==> src/rtl/alu.sv <==
// 16-bit signed ALU for the execute stage: one registered result (32 bits) and
// remainder (16 bits) per clock, selected by a 4-bit opcode.
module alu (
    input  logic        clk,
    input  logic        rst_n,
    input  logic [15:0] a,
    input  logic [15:0] b,
    input  logic [3:0]  opcode,
    output logic [31:0] result,
    output logic [15:0] remainder
);

    localparam logic [3:0] OP_ADD = 4'd0;
    localparam logic [3:0] OP_SUB = 4'd1;
    localparam logic [3:0] OP_AND = 4'd2;
    localparam logic [3:0] OP_OR  = 4'd3;
    localparam logic [3:0] OP_MUL = 4'd4;
    localparam logic [3:0] OP_DIV = 4'd5;
    localparam logic [3:0] OP_XOR = 4'd6;
    localparam logic [3:0] OP_SRA = 4'd7;
    localparam logic [3:0] OP_SLL = 4'd8;
    localparam logic [3:0] OP_ROL = 4'd9;
    localparam logic [3:0] OP_SRL = 4'd10;
    localparam logic [3:0] OP_ROR = 4'd11;

    // A zero amount yields v >> 16 == 0 on the wrap term, so v passes unchanged.
    function automatic logic [15:0] rol16(input logic [15:0] v, input logic [3:0] n);
        return (v << n) | (v >> (5'd16 - {1'b0, n}));
    endfunction

    function automatic logic [15:0] ror16(input logic [15:0] v, input logic [3:0] n);
        return (v >> n) | (v << (5'd16 - {1'b0, n}));
    endfunction

    logic signed [31:0] sa_s;
    logic signed [31:0] sb_s;
    logic        [3:0]  amt_s;
    logic        [15:0] quo_s;
    logic        [15:0] sra_s;
    logic        [31:0] res_s;
    logic        [15:0] rem_s;

    assign sa_s  = {{16{a[15]}}, a};
    assign sb_s  = {{16{b[15]}}, b};
    assign amt_s = b[3:0];
    assign sra_s = $signed(a) >>> amt_s;

    // Next-state result/remainder for the current operands and opcode.
    always_comb begin
        res_s = 32'd0;
        rem_s = 16'd0;
        quo_s = 16'd0;
        case (opcode)
            OP_ADD: res_s = sa_s + sb_s;
            OP_SUB: res_s = sa_s - sb_s;
            OP_AND: res_s = {16'd0, a & b};
            OP_OR:  res_s = {16'd0, a | b};
            OP_MUL: res_s = sa_s * sb_s;
            OP_DIV: begin
                // Divide-by-zero and the single overflow case are pinned explicitly.
                if (b == 16'd0) begin
                    res_s = 32'hFFFF_FFFF;
                    rem_s = a;
                end else if ((a == 16'h8000) && (b == 16'hFFFF)) begin
                    res_s = 32'hFFFF_8000;
                    rem_s = 16'd0;
                end else begin
                    quo_s = $signed(a) / $signed(b);
                    rem_s = $signed(a) % $signed(b);
                    res_s = {{16{quo_s[15]}}, quo_s};
                end
            end
            OP_XOR: res_s = {16'd0, a ^ b};
            OP_SRA: res_s = {16'd0, sra_s};
            OP_SLL: res_s = {16'd0, a << amt_s};
            OP_ROL: res_s = {16'd0, rol16(a, amt_s)};
            OP_SRL: res_s = {16'd0, a >> amt_s};
            OP_ROR: res_s = {16'd0, ror16(a, amt_s)};
            default: begin
                res_s = 32'd0;
                rem_s = 16'd0;
            end
        endcase
    end

    // Output registers: cleared asynchronously, loaded every edge otherwise.
    always_ff @(posedge clk or negedge rst_n) begin
        if (!rst_n) begin
            result    <= 32'd0;
            remainder <= 16'd0;
        end else begin
            result    <= res_s;
            remainder <= rem_s;
        end
    end

endmodule

==> config.mk <==
export PLATFORM = sky130hd
export DESIGN_NAME = alu
export DESIGN_NICKNAME = d
export VERILOG_FILES = /design/src/rtl/alu.sv
export SDC_FILE = /design/constraint.sdc
export NUM_CORES = 2
export LEC_CHECK = 0
export ABC_AREA = 1
export BUFFER_PORTS_ARGS = -buffer_cell sky130_fd_sc_hd__buf_4
export CAP_MARGIN = 20
export CORE_MARGIN = 2
export CORE_UTILIZATION = 40
export CTS_CLUSTER_DIAMETER = 40
export DETAILED_ROUTE_END_ITERATION = 8
export HOLD_SLACK_MARGIN = 0.12
export PLACE_DENSITY = 0.65
export SLEW_MARGIN = 0
export SYNTH_ARGS = -nofsm -noshare
export SYNTH_HDL_FRONTEND = slang
export SYNTH_SLANG_ARGS = --single-unit
==> constraint.sdc <==
create_clock -name clk -period 0.8 [get_ports clk]
set_input_delay 0.08 -clock clk [delete_from_list [all_inputs] [get_ports clk]]
set_output_delay 0.08 -clock clk [all_outputs]
set_load 0.01 [all_outputs]
==> run metrics <==
status finished, violations left; failing checks setup timing; clk slew on worst S/H paths 0.08 ns; Iter 0 DRT Violations 2937; Worst Hold Slack 0.1686 ns; max-slew violation count 0; Logic pwr share 0.963; Initial Utilization 0.4029; RSZ-0062 raised after global routing yes; top cells by area, synth fa_1 21%, nand2_1 14%, ha_1 13%, inv_1 10%, dfrtp_1 4.7%; IO buf count 85; main combinational cell family by area after synthesis adder cells; synthesized cell area 0.02532 mm^2; number of H-tree levels 2; Least-Margin Pin Slew 0.8186 ns; CORE AREA 0.06285 mm^2; final worst-path setup slack -26.20 ns; clk root buf clkbuf_16; peak supply drop 0.004779 V; #FFs+latches synth 48; CTS buffer count 5; synth warn 0; Slew Limit Headroom 0.4402; Chip Width 255.6 um; Max stage delay on crit path 0.35 ns; Yosys top cell area share 0.2095; Lkg Pwr 0.02207 uW; vias in the first global route 31740; Filler cells 4968; largest net degree at the start of global routing 45; Setup-failing EPs final 96; mux cell area share after synthesis 0.0007905; DRT antenna net count 0; # rows 92; die area 0.06534 mm^2; Yosys cell types 74; Startpoint Class primary input; GRT Residual Overflow 0; average wire per standard cell 20.40 um; P per Cell Area 3864 mW/mm^2; most frequent cell after synthesis nand2_1; CP required 0.99 ns; HPWL Detailed 83140 um; syn avg cell area 6.638 um^2; via count 33320; Final Critical Period 27.00 ns; Synth Area in Adders 0.3444; Pint 78340 uW; Post-synth EDFFs 0; Clk pwr share 0.015; complex-gate fraction of the synthesized area 0.1438; gpl congestion 1.060; CP Class in -> reg; Post-Synth Simple-Gate Area 0.2908; Top Usage Layer GRT met2; Fmax 37.04 MHz; residual DRC count 0; Synth area leader fa_1; GRT Total Usage 0.3233; initial antenna violation count 3; maxcap violations 0; Slowest cell on crit path ha_1; met2 usage 0.5669; most used cell along the critical path nand2_2; ys flop type dfrtp_1; Seq pwr share 0.023; P_sw 79240 uW; Synth Area in XOR/XNOR 0.03804; Cells after DPL 5710; Initial DRT Pass Iterations 6; Top Ports 86; first-pass GRT wire length 168200 um; GRT met3 Usage 0.03931; syn nets 4391; Final Hold Fails 0; worst hold path class in -> async; Gate Count Post-Synth 3815; CP endpoint kind flop; fin nets 5771; height of the die 255.6 um; Ant. Diodes 0; fraction of power spent switching nets 0.5028; Crit Path Max Fanout 8; Worst EP arrival 27.19 ns; Routed WL 123200 um; CTS max path bufs 2; register area share after synthesis 0.04743; Synth async-reset ratio 1.000; area delta synth->final 61.03%; clock sinks 48; Synth top cells by count 957 x nand2_1, 695 x inv_1, 273 x ha_1; CTS tree done; Finished Layout Cells 6041; met1 Use GR 0.3824; vias per cell 5.515; fin crit share 33.74; ratio of cells with drive above 1 in the final layout 0.4304
[power groups by stage]
stage / sequential [uW] / clock, uW / combinational (uW)
after CTS: 3550 / 2340 / 130000
after floorplan: 3630 / 0 / 69800
final: 3560 / 2310 / 152000
after global routing: 3620 / 2370 / 161000
after detailed placement: 3450 / 0 / 117000
after global placement: 3480 / 0 / 115000
[critical path: cells and delay by family]
kind            cells  cell delay (ns)
simple gates       92            10.90
xor+xnor            2             0.21
fa+ha+maj          16             4.73
buf+inv            46             4.87
compound gates     40             6.25
[routing by layer]
layer,up-vias,share of wire
met2,1977,0.47
met4,6,0.089
met3,794,0.088
li1,14850,-
met5,-,0.00032
met1,15690,0.36
[repair_timing]
action / 4_1_cts / 5_1_grt
cloned: 1 / 1
pin swaps: 199 / 272
resized for setup: 354 / 335
endpoints found under the hold margin: 48 / 0
setup endpoints to repair: 96 / 96
hold buffers: 1 / 0
setup buffers: 254 / 88
[logic make-up after synthesis]
kind of cell    Yosys count
buf+inv                 870
xor+xnor                110
compound gates          620
flops                    48
mux                       2
fa+ha+maj               538
simple gates           1627
[how the worst max path moves through the flow]
stage	from	endpoint	slack, ns	depth (start not counted)
floorplan	b[0]	result[14]$_DFF_PN0_	-22.90	214
global placement	b[0]	result[10]$_DFF_PN0_	-24.41	207
detailed placement	a[5]	result[10]$_DFF_PN0_	-24.99	207
CTS	a[6]	result[14]$_DFF_PN0_	-23.08	212
global route	b[1]	remainder[15]$_DFF_PN0_	-27.25	199
finish	b[1]	remainder[15]$_DFF_PN0_	-26.20	196
[layout by cell type, fill, tap and decap left out, types with 12 or more instances in the layout]
cell type,instances
nand2_4,45
o21ai_1,55
inv_1,644
nand3_1,129
ha_1,202
xor2_1,64
nand2_2,151
inv_2,63
fa_1,264
nor2_4,22
nand2_1,801
ha_4,70
xnor2_1,40
o21ai_2,38
dfrtp_1,47
o21bai_1,12
a21oi_1,140
a31oi_1,12
nand4_1,31
nor2_1,205
or2_2,35
a21oi_2,51
o21ai_0,148
nor3_1,15
nor2_2,30
nand3_4,20
buf_4,1388
buf_6,102
o22ai_1,17
nand3_2,82
o211ai_1,19
[final cells by class]
| type | instances | area, um^2 | area share |
|---|---|---|---|
| clock buffer | 5 | 125.1 | 0.003068 |
| clock inverter | 2 | 12.51 | 0.0003068 |
| inverter | 732 | 2825 | 0.06928 |
| multi-input combinational | 2898 | 23630 | 0.5794 |
| sequential | 48 | 1202 | 0.02948 |
| tap | 846 | 1059 | 0.02596 |
| timing repair buffer | 1510 | 11930 | 0.2925 |
[registers in the layout, indices dropped and copies added, names as in the netlist]
| register | count |
|---|---|
| result | 32 |
| remainder | 16 |
[per-stage QoR]
step	cell area, um^2	setup WS [ns]	total power (uW)	TNS [ns]	util
floorplan	26050	-22.90	73420	-1076.98	-
global placement	35360	-24.41	118200	-1151.71	0.5625
detailed placement	35360	-24.99	120300	-1178.17	0.5625
CTS	38800	-23.08	135500	-1094.95	0.6174
global route	40780	-27.25	166900	-1291.09	0.6488
finish	40780	-26.20	157600	-1240.93	0.6488
Power figures use the tool's default switching activity.
